### src/rtl/vgm_sva_expect_tracker.sv
// vgm_sva_expect_tracker: registers expect pass/fail pulses into sticky flags, saturating counts and window results.
// Optional status_hist output via `define VGM_SVA_EXPECT_TRACKER_HIST_EN.
module vgm_sva_expect_tracker #(
    parameter int CNT_W     = 16,
    parameter int TIMEOUT_W = 16
) (
    input  logic                 clk,
    input  logic                 rst,
    input  logic                 arm,
    input  logic [TIMEOUT_W-1:0] timeout_cycles,
    input  logic                 pass_evt,
    input  logic                 fail_evt,
    input  logic                 clear,
    output logic                 pass_called,
    output logic                 fail_called,
    output logic                 double_evt,
    output logic                 busy,
    output logic                 done,
    output logic [1:0]           status,
    output logic [CNT_W-1:0]     pass_count,
`ifdef VGM_SVA_EXPECT_TRACKER_HIST_EN
    output logic [CNT_W-1:0]     fail_count,
    output logic [7:0]           status_hist
`else
    output logic [CNT_W-1:0]     fail_count
`endif
);
    typedef enum logic {IDLE, ARMED} state_t;
    state_t               state_q;
    logic [TIMEOUT_W-1:0] cnt_q;
    logic [CNT_W-1:0]     pass_cnt_q, fail_cnt_q, pass_cnt_d, fail_cnt_d;
    logic                 pass_called_q, fail_called_q, double_q, double_d, done_q;
    logic [1:0]           status_q, res_status;
    logic                 any_evt, win_evt, tmo, resolve;
    // Events in an arm cycle belong to no window; only an unarmed ARMED cycle can resolve.
    always_comb begin
        any_evt    = pass_evt | fail_evt;
        win_evt    = state_q == ARMED && !arm && any_evt;
        tmo        = state_q == ARMED && !arm && !any_evt && cnt_q == TIMEOUT_W'(1);
        resolve    = win_evt | tmo;
        res_status = fail_evt ? 2'b10 : pass_evt ? 2'b01 : 2'b11;
        pass_cnt_d = clear ? '0 : (pass_evt && !(&pass_cnt_q)) ? pass_cnt_q + 1'b1 : pass_cnt_q;
        fail_cnt_d = clear ? '0 : (fail_evt && !(&fail_cnt_q)) ? fail_cnt_q + 1'b1 : fail_cnt_q;
        double_d   = !clear && (double_q || (pass_evt && fail_evt) || (done_q && any_evt));
    end
    always_ff @(posedge clk) begin
        if (rst) begin
            state_q       <= IDLE;
            cnt_q         <= '0;
            pass_cnt_q    <= '0;
            fail_cnt_q    <= '0;
            pass_called_q <= 1'b0;
            fail_called_q <= 1'b0;
            double_q      <= 1'b0;
            done_q        <= 1'b0;
            status_q      <= 2'b00;
        end else begin
            pass_cnt_q    <= pass_cnt_d;
            fail_cnt_q    <= fail_cnt_d;
            pass_called_q <= !clear && (pass_called_q || pass_evt);
            fail_called_q <= !clear && (fail_called_q || fail_evt);
            double_q      <= double_d;
            done_q        <= resolve;
            if (arm) begin
                state_q  <= ARMED;
                cnt_q    <= timeout_cycles;
                status_q <= 2'b00;
            end else if (resolve) begin
                state_q  <= IDLE;
                cnt_q    <= '0;
                status_q <= res_status;
            end else if (state_q == ARMED && cnt_q != '0) begin
                cnt_q <= cnt_q - 1'b1;
            end
        end
    end
`ifdef VGM_SVA_EXPECT_TRACKER_HIST_EN
    logic [7:0] hist_q;
    always_ff @(posedge clk) begin
        if (rst || clear) hist_q <= '0;
        else if (resolve) hist_q <= {hist_q[5:0], res_status};
    end
    assign status_hist = hist_q;
`endif
    assign pass_called = pass_called_q;
    assign fail_called = fail_called_q;
    assign double_evt  = double_q;
    assign busy        = state_q == ARMED;
    assign done        = done_q;
    assign status      = status_q;
    assign pass_count  = pass_cnt_q;
    assign fail_count  = fail_cnt_q;
endmodule

### config.mk
export PLATFORM = sky130hd
export DESIGN_NAME = vgm_sva_expect_tracker
export DESIGN_NICKNAME = d
export VERILOG_FILES = /design/src/rtl/vgm_sva_expect_tracker.sv
export SDC_FILE = /design/constraint.sdc
export NUM_CORES = 1
export LEC_CHECK = 0
export CAP_MARGIN = 0
export CORE_UTILIZATION = 40
export CTS_BUF_LIST = sky130_fd_sc_hd__clkbuf_4
export DETAILED_ROUTE_END_ITERATION = 8
export GPL_ROUTABILITY_DRIVEN = 0
export PLACE_DENSITY = 0.73
export SLEW_MARGIN = 20
export SYNTH_ARGS = -nofsm -noshare
export SYNTH_HDL_FRONTEND = slang
export SYNTH_SLANG_ARGS = --single-unit
### constraint.sdc
create_clock -name clk -period 5.55 [get_ports clk]
set_clock_uncertainty 0.15 [all_clocks]
set_input_delay 1.11 -clock clk [delete_from_list [all_inputs] [get_ports clk]]
set_output_delay 1.11 -clock clk [all_outputs]
set_load 0.03 [all_outputs]
==> results.sh, run 1 <==
export IMPL_p_int_mw=0.5717
export IMPL_reg2reg_to="pass_count[11]$_SDFFE_PP0P_"
export IMPL_insertion_delay_ns=0.38
export IMPL_cp_end_kind="flip-flop"
export IMPL_max_stage_delay_ns=0.97
export IMPL_syn_cell_area_um2=3008
export IMPL_pwr_share_clk_pct=28.8
export IMPL_avgSynthCellArea_um2=8.521
export IMPL_period_share_pct=57.29
export IMPL_worstSetupStartpointType="input port"
export IMPL_tightest_slew_ns=0.8605
export IMPL_num_antenna_cells=0
export IMPL_start_util_pct=41.47
export IMPL_worstPathMaxFanout=19
export IMPL_hold_depth=2
export IMPL_grt_pass1_vias=2560
export IMPL_netlist_instances=353
export IMPL_wl_met1_um=3216
export IMPL_dr_wl_met2_um=3552
export IMPL_gr_total_overflow=0
export IMPL_ys_seq_elements=55
export IMPL_vdd_ir_drop_worst_mv=0.1042
export IMPL_post_cts_resized=0
export IMPL_antenna_left=0
export IMPL_yosysUniqueCellTypes=62
export IMPL_yosys_warnings=0
export IMPL_cts_htree_levels=2
export IMPL_synthArstFlopShare_pct=0
export IMPL_area_growth_pct=23.59
export IMPL_multi_input_area_um2=1740
export IMPL_cts_root_buf="clkbuf_4"
export IMPL_drcViolationCount=0
export IMPL_hpwl_um=5270
export IMPL_grt_max_degree=36
export IMPL_tns_ns=0
export IMPL_io_pins=61
export IMPL_wl_per_cell_um=14.49
export IMPL_rows=31
export IMPL_switching_power_mw=0.2442
export IMPL_layout_nets=426
export IMPL_route_met3_wl_um=459
export IMPL_drive_gt1_share_pct=7.481
export IMPL_place_inst=492
export IMPL_drtIter0Drc=99
export IMPL_power_per_cell_area_nw_per_um2=219.5
export IMPL_synth_ff_type="dfxtp_1"
export IMPL_post_cts_buffers=0
export IMPL_r2r_start="pass_count[0]$_SDFFE_PP0P_"
export IMPL_viasPerCell=5.556
export IMPL_seq_area_um2=1101
export IMPL_seqPwrFrac_pct=53.0
export IMPL_io_buffers=60
export IMPL_fp_dieH_um=88.72
export IMPL_yosysTopAreaCellShare_pct=36.61
export IMPL_maxSlewHeadroom_pct=42.44
export IMPL_cp_endpoint="cnt_q[9]$_SDFFE_PP0P_"
export IMPL_slew_viol_final=0
export IMPL_antenna_found_initial=0
export IMPL_clkSlewWorstSetupHoldPaths_ns=0.17
export IMPL_nFillCells=709
export IMPL_placed_area_um2=3628
export IMPL_synth_edf_count=0
export IMPL_vias=2778
export IMPL_rsz0062_at_grt="false"
export IMPL_synth_seq_area_share_pct=36.61
export IMPL_cts_max_path_buffers=2
export IMPL_cp_required_ns=5.70
export IMPL_fp_dieArea_um2=7870
export IMPL_cap_viol_max_count=0
export IMPL_switching_share_pct=29.93
export IMPL_reg2reg_depth=6
export IMPL_hold_buffers=0
export IMPL_fin_ws_ns=2.371
export IMPL_cts_buffers=5
export IMPL_path_cells="clkdlybuf4s50_1 -> nor2b_1 -> o22ai_1 -> o21ai_0 -> a221oi_2"
export IMPL_dr_max_layer_used="met4"
export IMPL_finalSetupViolCount=0
export IMPL_whs_ns=0.3337
export IMPL_core_um2=7253
export IMPL_cts_sinks=55
export IMPL_gr_usage_all_layers_pct=19.27
export IMPL_rrSetupSlack_ns=3.10
export IMPL_p_leak_nw=1.166
export IMPL_outcome="finished, final reports clean"
export IMPL_design_area_um2=3717
export IMPL_synth_nets=379
export IMPL_cts_tree="yes"
export IMPL_min_path_type="reg2reg"
export IMPL_hold_viol=0
export IMPL_die_w_um=88.72
export IMPL_slowest_stage="clkdlybuf4s50_1"
export IMPL_synthTopCellsByArea="dfxtp_1, xnor2_1, nor2_1"
export IMPL_place_ws_ns=2.057
export IMPL_period_minus_slack_ns=3.179
export IMPL_yosysTopAreaCell="dfxtp_1"
export IMPL_routed_wirelength_um=7244
export IMPL_grt_pass1_wl_um=12110
export IMPL_p_comb_share_pct=18.2
export IMPL_dr_pass1_iters=5
export IMPL_instances_no_fill=500
export IMPL_path_class="in2reg"
export IMPL_fmax_mhz=314.5
export IMPL_crit_path_start="arm"
export IMPL_arrival_ns=3.33
-- critical path, delay by kind of cell --
family                 cells  cell delay (ns)
AOI/OAI and AO/OA          3             0.99
buffers and inverters      1             0.97
and+or+nand+nor            1             0.25
-- cells by family (layout without fill, tap and decap cells) --
kind of cell               count (synthesis)  count (layout)  share of synthesized area [%]
and+or+nand+nor                          154             154                          26.83
AOI/OAI and AO/OA                         68              68                          19.05
DFF                                       55              55                          36.61
buffers and inverters                     38              86                          5.698
xor gates and xnor gates                  29              29                          8.444
adders and majority gates                  5               5                          1.997
muxes                                      4               4                          1.373
-- how the worst min path moves through the flow --
stage / start / end / slack (ns)
finish: pass_called$_SDFF_PP0_ / pass_called$_SDFF_PP0_ / 0.33
global route: pass_called$_SDFF_PP0_ / pass_called$_SDFF_PP0_ / 0.35
CTS: pass_called$_SDFF_PP0_ / pass_called$_SDFF_PP0_ / 0.33
detailed placement: pass_called$_SDFF_PP0_ / pass_called$_SDFF_PP0_ / 0.30
global placement: pass_called$_SDFF_PP0_ / pass_called$_SDFF_PP0_ / 0.31
floorplan: cnt_q[10]$_SDFFE_PP0P_ / cnt_q[10]$_SDFFE_PP0P_ / 0.33
-- power by group through the flow --
stage	Combinational, mW	Sequential, mW	Clock [mW]
final	0.148	0.433	0.235
after global placement	0.144	0.439	0
after global routing	0.162	0.436	0.254
after CTS	0.148	0.432	0.238
after detailed placement	0.148	0.440	0
after floorplan	0.109	0.436	0
-- layout by cell type, fill, tap and decap left out, drive strengths merged, types with 3 or more instances in the layout --
cell            n
clkdlybuf4s50  60
dfxtp          55
nor2           43
nor3           31
xnor2          26
nand2          19
inv            19
nand3          18
a211oi         13
nand4          12
a21oi          11
nor4            9
o21ai           9
or3             5
clkbuf          5
o21a            4
a221oi          4
a22oi           4
ha              4
a2111oi         4
mux2i           3
xor2            3
and4            3
and3            3
a31oi           3
-- through the flow --
stage / power (mW) / utilization [%]
global placement: 0.5835 / 50.03
detailed placement: 0.5880 / 50.03
global route: 0.8508 / 51.25
floorplan: 0.5448 / -
CTS: 0.8183 / 51.18
finish: 0.8159 / 51.25
-- layout make-up --
cell class	count	area share, %
clock inverters	3	1.245
clock buffers	5	1.010
well taps	99	3.332
multi-input cells	260	46.82
repair buffers	60	16.16
inverters	18	1.818
flip-flops and latches	55	29.62
-- cells in the mapped netlist, types with 4 or more instances --
cell type	number
a211oi_1	11
a21oi_1	11
a221oi_2	4
a22oi_1	4
buf_2	5
clkbuf_1	11
dfxtp_1	55
ha_1	4
inv_1	18
nand2_1	19
nand3_1	17
nand4_1	12
nor2_1	42
nor3_1	30
nor4_1	7
o21a_1	4
o21ai_0	5
o21ai_1	4
or3_1	5
xnor2_1	26
-- flip-flops by register name, indices dropped and copies added, names as in the netlist --
name         cells
pass_count      16
busy             1
fail_called      1
double_evt       1
cnt_q           16
status           2
done             1
pass_called      1
fail_count      16
-- layer usage --
metal  GRT usage (%)  vias to the layer above
li1                -                     1377
met5               0                        -
met1           25.44                     1288
met4           3.226                        0
met2           33.85                      111
met3           2.705                        2
Power figures use the tool's default switching activity.
==> run 2: changes to the inputs <==
==> constraint.sdc (replaced) <==
create_clock -name clk -period 3.2 [get_ports clk]
set_clock_uncertainty 0.15 [all_clocks]
set_input_delay 0.64 -clock clk [delete_from_list [all_inputs] [get_ports clk]]
set_output_delay 0.64 -clock clk [all_outputs]
set_load 0.03 [all_outputs]
==> results.sh, run 2 (synthesized netlist as in run 1, its figures left out) <==
export IMPL_cts_root_buf="clkbuf_4"
export IMPL_path_class="reg2out"
export IMPL_dr_pass1_iters=4
export IMPL_die_w_um=88.72
export IMPL_period_share_pct=77.43
export IMPL_routed_wirelength_um=7220
export IMPL_insertion_delay_ns=0.39
export IMPL_grt_pass1_vias=2444
export IMPL_gr_total_overflow=0
export IMPL_arrival_ns=1.69
export IMPL_min_delay_start="fail_called$_SDFF_PP0_"
export IMPL_drcViolationCount=0
export IMPL_power_per_cell_area_nw_per_um2=359.9
export IMPL_placed_area_um2=3681
export IMPL_cts_sinks=55
export IMPL_vias=2791
export IMPL_p_leak_nw=1.194
export IMPL_antenna_left=0
export IMPL_io_pins=61
export IMPL_whs_ns=0.3484
export IMPL_tightest_slew_ns=0.8797
export IMPL_core_um2=7253
export IMPL_period_minus_slack_ns=2.478
export IMPL_worstPathMaxFanout=10
export IMPL_fp_dieArea_um2=7870
export IMPL_tns_ns=0
export IMPL_viasPerCell=5.505
export IMPL_max_stage_delay_ns=0.74
export IMPL_cts_buffers=5
export IMPL_fp_dieH_um=88.72
export IMPL_rrSetupSlack_ns=0.75
export IMPL_hold_buffers=0
export IMPL_layout_common_cells="clkdlybuf4s50_1, dfxtp_1, nor2_1"
export IMPL_finalPower_mw=1.346
export IMPL_slowest_stage="clkdlybuf4s50_1"
export IMPL_crit_cells=1
export IMPL_drtIter0Drc=94
export IMPL_grt_pass1_wl_um=11620
export IMPL_fmax_mhz=403.6
export IMPL_rows=31
export IMPL_cts_max_path_buffers=2
export IMPL_fin_ws_ns=0.7223
export IMPL_num_antenna_cells=0
export IMPL_hold_viol=0
export IMPL_nFillCells=719
export IMPL_reg2reg_to="pass_count[15]$_SDFFE_PP0P_"
export IMPL_layout_nets=433
export IMPL_instances_no_fill=507
export IMPL_gr_usage_all_layers_pct=18.80
export IMPL_cp_end_kind="output pin"
export IMPL_r2r_start="pass_count[3]$_SDFFE_PP0P_"
export IMPL_whs_endpoint="fail_called$_SDFF_PP0_"
export IMPL_wl_per_cell_um=14.24
export IMPL_place_ws_ns=0.5301
export IMPL_crit_buf_inv=1
export IMPL_finalSetupViolCount=0
export IMPL_cp_required_ns=2.41
export IMPL_place_inst=499
export IMPL_hpwl_um=5340
export IMPL_area_growth_pct=24.38
export IMPL_cap_viol_max_count=0
export IMPL_path_cells="clkdlybuf4s50_1"
export IMPL_start_util_pct=41.47
export IMPL_worstSetupStartpointType="flip-flop"
export IMPL_post_cts_buffers=0
export IMPL_grt_max_degree=36
export IMPL_cts_tree="yes"
export IMPL_final_util_pct=51.58
export IMPL_clkSlewWorstSetupHoldPaths_ns=0.17
export IMPL_min_path_type="reg2reg"
export IMPL_rsz0062_at_grt="false"
export IMPL_slew_viol_final=0
export IMPL_layout_commonest_cell="clkdlybuf4s50_1"
export IMPL_antenna_found_initial=0
export IMPL_design_area_um2=3741
export IMPL_critical_path_top_delay_family="buffers and inverters"
export IMPL_hold_depth=2
export IMPL_maxSlewHeadroom_pct=41.15
export IMPL_outcome="finished, final reports clean"
export IMPL_vdd_ir_drop_worst_mv=0.1809
export IMPL_drive_gt1_share_pct=8.824
export IMPL_post_cts_resized=0
export IMPL_reg2reg_depth=5
export IMPL_io_buffers=60
export IMPL_cts_htree_levels=2
-- run 2: worst max-delay path by stage --
stage	from	endpoint	slack, ns
after floorplan	pass_count[0]$_SDFFE_PP0P_	pass_count[5]$_SDFFE_PP0P_	1.04
after global placement	arm	cnt_q[15]$_SDFFE_PP0P_	0.54
after detailed placement	arm	cnt_q[9]$_SDFFE_PP0P_	0.53
after CTS	pass_count[3]$_SDFFE_PP0P_	pass_count[3]	0.73
after global routing	pass_count[1]$_SDFFE_PP0P_	pass_count[13]$_SDFFE_PP0P_	0.50
final	pass_count[3]$_SDFFE_PP0P_	pass_count[3]	0.72
-- run 2: routing by layer --
| layer | track usage (%) | share of wire [%] | vias to the layer above |
|---|---|---|---|
| met4 | 3.959 | 0.71 | 0 |
| met1 | 24.90 | 47 | 1316 |
| met2 | 31.96 | 47 | 82 |
| met3 | 3.358 | 5.2 | 5 |
| met5 | 0 | 0 | - |
| li1 | - | - | 1388 |
-- run 2: power by group --
group / switching, mW / total (mW) / internal [mW]
registers: 0.0363 / 0.746 / 0.710
clock network: 0.239 / 0.328 / 0.0894
logic: 0.151 / 0.272 / 0.122
total: 0.426 / 1.35 / 0.921
-- run 2: final cells by class --
| cell class | count | area [um^2] | area share, % |
|---|---|---|---|
| clock buffer | 5 | 37.54 | 1.003 |
| timing repair buffer | 67 | 653.1 | 17.46 |
| sequential | 55 | 1101 | 29.43 |
| tap | 99 | 123.9 | 3.311 |
| clock inverter | 3 | 22.52 | 0.6020 |
| inverter | 18 | 67.56 | 1.806 |
| multi-input combinational | 260 | 1735 | 46.39 |
